==> src/rtl/segment_rasterizer.sv <==
// Command FIFO plus raster FSM that turns clear/rectangle commands into one pixel write per cycle.
// Optional build macro SEGRAST_CLIP_EN clamps rectangles to the screen instead of masking writes.
module segment_rasterizer #(
   parameter int unsigned N          = 11,
   parameter int unsigned SCREEN_W   = 640,
   parameter int unsigned SCREEN_H   = 480,
   parameter int unsigned FIFO_DEPTH = 4
) (
   input  logic         clock,
   input  logic         reset,
   input  logic [N-1:0] cmd_x0,
   input  logic [N-1:0] cmd_y0,
   input  logic [N-1:0] cmd_x1,
   input  logic [N-1:0] cmd_y1,
   input  logic         cmd_clear,
   input  logic         cmd_wr,
   output logic         cmd_ready,
   output logic [N-1:0] pix_x,
   output logic [N-1:0] pix_y,
   output logic         pix_color,
   output logic         pix_we,
   output logic         busy,
   output logic         clear_done,
   output logic         overflow
);

   localparam int unsigned AW = $clog2(FIFO_DEPTH);
   localparam int unsigned CW = $clog2(FIFO_DEPTH + 1);
   localparam int unsigned EW = 4 * N + 1;
   localparam logic [N-1:0] XLAST = N'(SCREEN_W - 1);
   localparam logic [N-1:0] YLAST = N'(SCREEN_H - 1);
   localparam logic [CW-1:0] FULL = CW'(FIFO_DEPTH);

   typedef enum logic [1:0] {StIdle, StLoad, StDraw, StClear} state_e;

   state_e        state_q, state_d;
   logic [EW-1:0] fifo_q [FIFO_DEPTH];
   logic [EW-1:0] fifo_d [FIFO_DEPTH];
   logic [AW-1:0] wr_ptr_q, wr_ptr_d, rd_ptr_q, rd_ptr_d;
   logic [CW-1:0] count_q, count_d;
   logic [EW-1:0] cmd_q, cmd_d;
   logic [N-1:0]  xmin_q, xmin_d, xmax_q, xmax_d, ymin_q, ymin_d, ymax_q, ymax_d;
   logic [N-1:0]  cx_q, cx_d, cy_q, cy_d;
   logic          clear_done_q, clear_done_d, overflow_q, overflow_d;

   logic          push, pop, x_end, y_end, ld_clear;
   logic [N-1:0]  ld_x0, ld_y0, ld_x1, ld_y1, ld_xmin, ld_xmax, ld_ymin, ld_ymax;

   assign cmd_ready = !reset && (count_q != FULL);
   assign push      = cmd_wr && cmd_ready;
   assign pop       = (state_q == StIdle) && (count_q != '0);
   assign x_end     = (cx_q == xmax_q);
   assign y_end     = (cy_q == ymax_q);

   assign ld_clear = cmd_q[EW-1];
   assign ld_x0    = cmd_q[4*N-1:3*N];
   assign ld_y0    = cmd_q[3*N-1:2*N];
   assign ld_x1    = cmd_q[2*N-1:N];
   assign ld_y1    = cmd_q[N-1:0];

   always_comb begin
      ld_xmin = (ld_x0 < ld_x1) ? ld_x0 : ld_x1;
      ld_xmax = (ld_x0 < ld_x1) ? ld_x1 : ld_x0;
      ld_ymin = (ld_y0 < ld_y1) ? ld_y0 : ld_y1;
      ld_ymax = (ld_y0 < ld_y1) ? ld_y1 : ld_y0;
`ifdef SEGRAST_CLIP_EN
      if (ld_xmax > XLAST) ld_xmax = XLAST;
      if (ld_ymax > YLAST) ld_ymax = YLAST;
`endif
   end

   // FSM state register
   always_ff @(posedge clock) begin
      if (reset) state_q <= StIdle;
      else       state_q <= state_d;
   end

   // FSM next state
   always_comb begin
      state_d = state_q;
      case (state_q)
         StIdle:  if (count_q != '0) state_d = StLoad;
         StLoad: begin
            if (ld_clear)                                  state_d = StClear;
            else if (ld_xmin > XLAST || ld_ymin > YLAST)   state_d = StIdle;
            else                                           state_d = StDraw;
         end
         StDraw, StClear: if (x_end && y_end) state_d = StIdle;
         default: state_d = StIdle;
      endcase
   end

   // FSM outputs
   always_comb begin
      pix_x      = cx_q;
      pix_y      = cy_q;
      pix_color  = (state_q == StDraw);
      busy       = (state_q != StIdle) || (count_q != '0);
      clear_done = clear_done_q;
      overflow   = overflow_q;
      pix_we     = 1'b0;
      if (state_q == StClear) pix_we = 1'b1;
`ifdef SEGRAST_CLIP_EN
      if (state_q == StDraw) pix_we = 1'b1;
`else
      if (state_q == StDraw) pix_we = (cx_q <= XLAST) && (cy_q <= YLAST);
`endif
   end

   // FIFO and raster datapath
   always_comb begin
      fifo_d   = fifo_q;
      wr_ptr_d = wr_ptr_q;
      rd_ptr_d = rd_ptr_q;
      count_d  = count_q;
      cmd_d    = cmd_q;
      if (push) begin
         fifo_d[wr_ptr_q] = {cmd_clear, cmd_x0, cmd_y0, cmd_x1, cmd_y1};
         wr_ptr_d         = wr_ptr_q + 1'b1;
      end
      if (pop) begin
         cmd_d    = fifo_q[rd_ptr_q];
         rd_ptr_d = rd_ptr_q + 1'b1;
      end
      case ({push, pop})
         2'b10:   count_d = count_q + 1'b1;
         2'b01:   count_d = count_q - 1'b1;
         default: count_d = count_q;
      endcase
      overflow_d = overflow_q || (cmd_wr && !cmd_ready);
   end

   // Clear reuses the rectangle scan with the full screen as bounds.
   always_comb begin
      xmin_d       = xmin_q;
      xmax_d       = xmax_q;
      ymin_d       = ymin_q;
      ymax_d       = ymax_q;
      cx_d         = cx_q;
      cy_d         = cy_q;
      clear_done_d = (state_q == StClear) && x_end && y_end;
      case (state_q)
         StLoad: begin
            if (ld_clear) begin
               xmin_d = '0;
               xmax_d = XLAST;
               ymin_d = '0;
               ymax_d = YLAST;
               cx_d   = '0;
               cy_d   = '0;
            end else begin
               xmin_d = ld_xmin;
               xmax_d = ld_xmax;
               ymin_d = ld_ymin;
               ymax_d = ld_ymax;
               cx_d   = ld_xmin;
               cy_d   = ld_ymin;
            end
         end
         StDraw, StClear: begin
            if (!x_end) begin
               cx_d = cx_q + 1'b1;
            end else if (!y_end) begin
               cx_d = xmin_q;
               cy_d = cy_q + 1'b1;
            end
         end
         default: ;
      endcase
   end

   always_ff @(posedge clock) begin
      if (reset) begin
         wr_ptr_q     <= '0;
         rd_ptr_q     <= '0;
         count_q      <= '0;
         cmd_q        <= '0;
         xmin_q       <= '0;
         xmax_q       <= '0;
         ymin_q       <= '0;
         ymax_q       <= '0;
         cx_q         <= '0;
         cy_q         <= '0;
         clear_done_q <= 1'b0;
         overflow_q   <= 1'b0;
      end else begin
         wr_ptr_q     <= wr_ptr_d;
         rd_ptr_q     <= rd_ptr_d;
         count_q      <= count_d;
         cmd_q        <= cmd_d;
         xmin_q       <= xmin_d;
         xmax_q       <= xmax_d;
         ymin_q       <= ymin_d;
         ymax_q       <= ymax_d;
         cx_q         <= cx_d;
         cy_q         <= cy_d;
         clear_done_q <= clear_done_d;
         overflow_q   <= overflow_d;
      end
   end

   // Storage needs no reset; the pointers define validity.
   always_ff @(posedge clock) begin
      fifo_q <= fifo_d;
   end

endmodule

==> config.mk <==
export PLATFORM = sky130hd
export DESIGN_NAME = segment_rasterizer
export DESIGN_NICKNAME = d
export VERILOG_FILES = /design/src/rtl/segment_rasterizer.sv
export SDC_FILE = /design/constraint.sdc
export NUM_CORES = 1
export LEC_CHECK = 0
export ABC_AREA = 1
export BUFFER_PORTS_ARGS = -buffer_cell sky130_fd_sc_hd__clkbuf_2
export CAP_MARGIN = 20
export CORE_MARGIN = 1
export CORE_UTILIZATION = 35
export CTS_CLUSTER_DIAMETER = 50
export DETAILED_ROUTE_END_ITERATION = 12
export MAX_ROUTING_LAYER = met4
export RECOVER_POWER = 50
export SYNTH_ARGS = -nofsm -noshare
export SYNTH_HDL_FRONTEND = slang
export SYNTH_SLANG_ARGS = --single-unit
export TNS_END_PERCENT = 5
==> constraint.sdc <==
create_clock -name clock -period 3.6 [get_ports clock]
set_input_delay 0.72 -clock clock [delete_from_list [all_inputs] [get_ports clock]]
set_output_delay 0.72 -clock clock [all_outputs]
set_load 0.02 [all_outputs]
# Word-level counts from Yosys, hierarchy flattened
# Index checks and enable logic that the tools add are counted.
# word_totals
ff_bits	291
inputBits	48
output_inout_bits	28
word_cells	97
# op_classes
addsub	6
magnitude_cmp	9
eq_ne	13
mux	28
bitwise	2
n_reduce_logical	23
# op_table
cell	n
bitwise mux 180 bit	1
2-to-1 mux 45 bit	3
2-to-1 mux 11 bit	12
binary-select mux 45 bit (select 2 bit)	1
demux 45 bit (select 2 bit)	1
case mux 11 bit (2 select lines)	2
adder 11 x 1 -> 11 bit, second input constant	2
== test 11 bit	2
less-than comparator 11 bit	2
greater-than comparator 11 x 10 -> 1 bit, second input constant	1
greater-than comparator 11 x 9 -> 1 bit, second input constant	1
less-or-equal comparator 11 x 10 -> 1 bit, second input constant	1
less-or-equal comparator 11 x 9 -> 1 bit, second input constant	1
logical AND 1 bit	9
2-to-1 mux 2 bit	4
== test 2 bit, second input constant	3
>= comparator 3 bit, second input constant	2
inequality test 2 bit, second input constant	3
inequality test 3 bit, second input constant	2
NOT 2 -> 3 bit	2
case mux 2 bit (3 select lines)	1
case mux 3 bit (2 select lines)	1
nonzero test 2 bit	3
adder 2 x 1 -> 2 bit, second input constant	2
other kinds (13)	19

# Depth between registers and ports, before layout
# logic_depth
ltp_word	7
ltp_mapped	15
mapped_depth_nobuf	15

# Worst setup path before layout
# No wires, ideal clock.
# synth_path
path_kind	input to register
start	in reset
end	reg fifo_q[0] (netlist name) (enable)
setup_ns	0.448
arrival_time_ns	3.108
t_required_ns	3.152
path_slack_ns	0.044
path_stages	5
n_path_buf	0
cell_sequence	inv_1 > nand2_1 > inv_1 > nand2_1 > nor2_1
# synth_between
elab_chain_len	3
# synth_lines
element	line	rtl
start, declared	10	input logic reset,
zero test 1 bit	49	assign cmd_ready = !reset && (count_q != FULL);
logical AND 1 bit	49	
net cmd_ready	17	output logic cmd_ready,
logical AND 1 bit	50	assign push = cmd_wr && cmd_ready;
end signal, assigned	204	fifo_q <= fifo_d;
end, declared	37	logic [EW-1:0] fifo_q [FIFO_DEPTH];
# The timed path passes the listed nets, and every way through them passes these cells.
# A chain may end at the register's enable or synchronous reset.

# Worst setup path in the final report
# layout_path
start	reg cy_q[1] (netlist: pix_y[1])
end	out pix_we
# layout_between
elab_chain_len	3
# layout_lines
element	line	rtl
start, declared	43	logic [N-1:0] cx_q, cx_d, cy_q, cy_d;
start signal, assigned	196	cy_q <= cy_d;
less-or-equal comparator 11 x 9 -> 1 bit	106	if (state_q == StDraw) pix_we = (cx_q <= XLAST) && (cy_q <= YLAST);
logical AND 1 bit	106	
2-to-1 mux 1 bit	106	
end, declared	21	output logic pix_we,
# No other way between the ends.

==> summary.txt <==
Outcome
  • Status: complete, but fails checks
  • Failing checks: capacitance limit, slew limit

Setup path
  • Max stage delay on crit path: 0.44 ns
  • CP endpoint kind: output port
  • Crit path depth: 6
  • Crit-path leading delay family: compound AO/OA/AOI/OAI gates
  • Data required, critical path: ~2.9 ns
  • WP data arrival: 2.19 ns
  • CP Launch Type: flip-flop
  • Critical Path Fanout Max: 5
  • Reg2reg setup slack: roughly 0.7 ns
  • Critical path's most frequent cell: nand3_1
  • WP buf/inv: 1
  • Slowest cell on crit path: dfxtp_1
  • R2R depth: 8
  • Reg-to-Reg Start: count_q[0]
  • End of the critical path: pix_we
  • Cell Chain, Critical Path: ha_1, nand3_1, nand3_1, a21boi_0, o41ai_1, clkbuf_2
  • Critical path origin: pix_y[1]
  • Reg2Reg Capture Point: fifo_q[47]
  • CP Class: flip-flop to output port

Clocking
  • CTS tree: yes
  • Max Root-Sink Buffers: 3
  • Clk_lat worst skew: 0.53 ns
  • Postcts setup bufs: 0
  • Root Driver: clkbuf_16
  • H-tree levels: 2
  • CTS buffer count: 35
  • Clock sink count: 291
  • Clock transition at path regs: 0.05 ns
  • # resized after CTS: 0
  • Hold_buf cts: 0

Global route
  • First-pass GRT wire length: about 52000 um
  • Grt total ovfl: 0
  • Initial antenna violation count: 0
  • GRT Util Overall: 0.178
  • Vias in the first global route: 9314
  • Largest net degree at the start of global routing: a little over 100

Drt
  • DR vias/cell: 5.01
  • DRT antenna net count: 0
  • First drt pass iteration count: 5
  • Vias: 9743
  • Drc violations: 0
  • Routed length on met2: 14000 um
  • Routed len/inst: approximately 17 um
  • Wl on met1: 16000 um
  • Highest metal used: met4
  • Metal3 WL: 1810 um
  • Initial DRC Count: between 600 and 700
  • Final WL: 32600 um

Min path
  • Hold crit path type: primary input to flip-flop

Timing
  • Worst slew pin tran: 2.11 ns
  • Final cycle utilization of the critical path: 0.807
  • Setup TNS: 0 ns
  • RSZ-0062 raised after global routing: no
  • Final setup vio count: 0
  • Fin crit period: slightly below 3 ns
  • Slew Viols, Final: 101
  • Clk_skew: approximately 0.033 ns
  • Hold Vio Cnt, Final: 0
  • Max transition margin: -0.406
  • Fmax: 344 MHz

Power and ir drop
  • Clock power frac: 0.225
  • P_leak: between 5 and 6 nW
  • Combinational share of power: 0.447
  • Power Total: ~15 mW
  • P_int: 8.21 mW
  • P_sw: 6.65 mW
  • Part of the power in registers: 0.328
  • PwrDens: 1010 nW/um^2
  • Switching part of the total: 0.447
  • Max VDD drop: 372 uV

Finish
  • Share of cells above drive strength 1: 0.0718
  • Final nets: 1526
  • Ant diodes: 0
  • Fill cells: 3676
  • Area growth, synth to finish: 13.7%

Logic synthesis
  • Netlist Area Pre-Place: 13000 sq um
  • Synthesized flop and latch total: 291
  • Async set-reset flop share out of synthesis: 0
  • Netlist cell types: 42
  • Synthesized Nets: 1476
  • Seq/Total Area, Yosys: 0.587
  • Mean post-synth cell area: 9.28 sq um
  • Most used DFF post-synth: edfxtp_1
  • YS warnings: 0
  • Post-Synthesis Cells: about 1.4k
  • Post-synth EDFFs: between 150 and 200

Die
  • Die W: between 150 and 200 um
  • Die ar.: 37900 sq um
  • Die H: 195 um
  • Initial Util: 0.355
  • Core area: 36600 sq um
  • FP Rows: 70
  • I/O Pins: 76

Placed design
  • # port buffers: 75
  • Global placer's final weighted congestion: 0.805
  • Final HPWL DP: around 21000 um

Job
  • Max-Cap Viols: 1
-- power groups by stage --
stage | Combinational [mW] | Sequential, mW | Clock (mW)
floorplan | 5.14 | 4.77 | 0
global placement | 6.59 | 4.91 | 0
detailed placement | 6.66 | 4.93 | 0
CTS | 6.69 | 4.86 | 3.42
global route | 7.61 | 4.95 | 3.54
finish | 6.64 | 4.87 | 3.34
-- sequential cells by signal (all words and copies together), names as in the netlist, 3 cells and up --
register and flops:
pix_y 11, xmax_q 11, fifo_q 180, pix_x 11, ymax_q 11, xmin_q 11
cmd_q 45, count_q 3
-- per-stage QoR --
stage | instance area, sq um | utilization | instances | setup WS (ns) | hold slack [ns]
after detailed placement | 13800 | 0.376 | 1881 | 1.07 | 0.465
after global routing | 14800 | 0.403 | 1944 | 0.456 | 0.462
after floorplan | 13000 | - | 1400 | 0.0441 | 0.446
final | 14800 | 0.403 | 1944 | 0.695 | 0.445
after global placement | 13800 | 0.376 | 1881 | 1.05 | 0.461
after CTS | 14900 | 0.406 | 1944 | 0.701 | 0.389
-- cell usage after synthesis (2+ instances only) --
master | instances | area share
a21oi_1 | 44 | 0.017
a21oi_2 | 2 | 0.0013
a31oi_1 | 47 | 0.023
buf_1 | 12 | 0.0035
buf_2 | 18 | 0.0069
buf_4 | 5 | 0.0029
buf_6 | 2 | 0.0017
clkbuf_1 | 43 | 0.012
dfxtp_1 | 111 | 0.17
edfxtp_1 | 180 | 0.42
ha_1 | 27 | 0.026
inv_1 | 110 | 0.032
inv_2 | 8 | 0.0023
nand2_1 | 185 | 0.053
nand2_2 | 3 | 0.0014
nand3_1 | 55 | 0.021
nand3_2 | 3 | 0.0023
nand3b_1 | 9 | 0.0052
nand4_1 | 18 | 0.0087
nor2_1 | 259 | 0.075
nor2_4 | 4 | 0.0035
nor3_1 | 4 | 0.0015
o211ai_1 | 2 | 0.0012
o21ai_0 | 185 | 0.071
o21ai_1 | 8 | 0.0031
o221ai_1 | 16 | 0.011
or2_2 | 2 | 0.00096
xnor2_1 | 12 | 0.0081
xor2_1 | 13 | 0.0088
-- worst reg2reg max path, stage by stage (launching register included) --
cell and delay, ns:
dfxtp_1 0.31, nor2_1 0.33, nand2_1 0.09, nand2_1 0.09, inv_1 0.06, nand2_1 0.05
clkbuf_1 0.50, nor2_4 0.04, clkbuf_2 0.80
-- per-layer routing --
metal	vias to the layer above	track usage
li1	4890	-
met5	-	-
met3	56	0.0305
met4	0	0.0550
met2	238	0.263
met1	4559	0.250
-- worst min-delay path by stage --
| stage | from | end | slack, ns | cells after the start |
|---|---|---|---|---|
| after floorplan | xmin_q[10] | xmin_q[10] | 0.45 | 2 |
| after global placement | xmin_q[10] | xmin_q[10] | 0.46 | 2 |
| after detailed placement | xmin_q[10] | xmin_q[10] | 0.47 | 2 |
| after CTS | cmd_x0[8] | fifo_q[176] | 0.39 | 1 |
| after global routing | cmd_x0[0] | fifo_q[78] | 0.46 | 1 |
| final | cmd_x0[0] | fifo_q[123] | 0.44 | 1 |
-- kinds of logic after synthesis --
| kind of cell | Yosys count | synth area share |
|---|---|---|
| buffers and inverters | 199 | 0.0619 |
| flip-flops | 291 | 0.587 |
| XOR/XNOR | 25 | 0.0169 |
| AO/OA/AOI/OAI | 310 | 0.131 |
| AND/OR/NAND/NOR | 547 | 0.176 |
| adder cells (fa/ha/maj) | 28 | 0.0275 |
-- final cells by class --
cell class                 count  area [sq um]  area share
clock buffer                  45           943      0.0639
clock inverter                18           160      0.0108
inverter                     118           443      0.0300
multi-input combinational    910          4590       0.311
sequential                   291          7630       0.517
tap                          468           586      0.0397
timing repair buffer          94           417      0.0282
-- placed cells by master, fill, tap and decap left out, drive strengths merged --
cell type | Yosys | layout
dfxtp | 111 | 111
ha | 27 | 27
xnor2 | 12 | 12
clkbuf | 44 | 125
nand4 | 18 | 18
nor3 | 5 | 5
nand3b | 9 | 9
bufinv | 0 | 1
o211ai | 2 | 2
nor2 | 264 | 264
or2 | 3 | 3
a211oi | 1 | 1
and2 | 1 | 1
o221ai | 16 | 16
fa | 1 | 1
edfxtp | 180 | 180
a21o | 1 | 1
a21oi | 46 | 46
a21boi | 1 | 1
a31oi | 47 | 47
o41ai | 1 | 1
o22ai | 1 | 1
buf | 37 | 14
inv | 118 | 120
o21ai | 193 | 193
nor4 | 1 | 1
nand3 | 58 | 58
clkinvlp | 0 | 4
o32ai | 1 | 1
clkinv | 0 | 11
nand2 | 188 | 188
xor2 | 13 | 13
(Power assumes the default switching activity.)
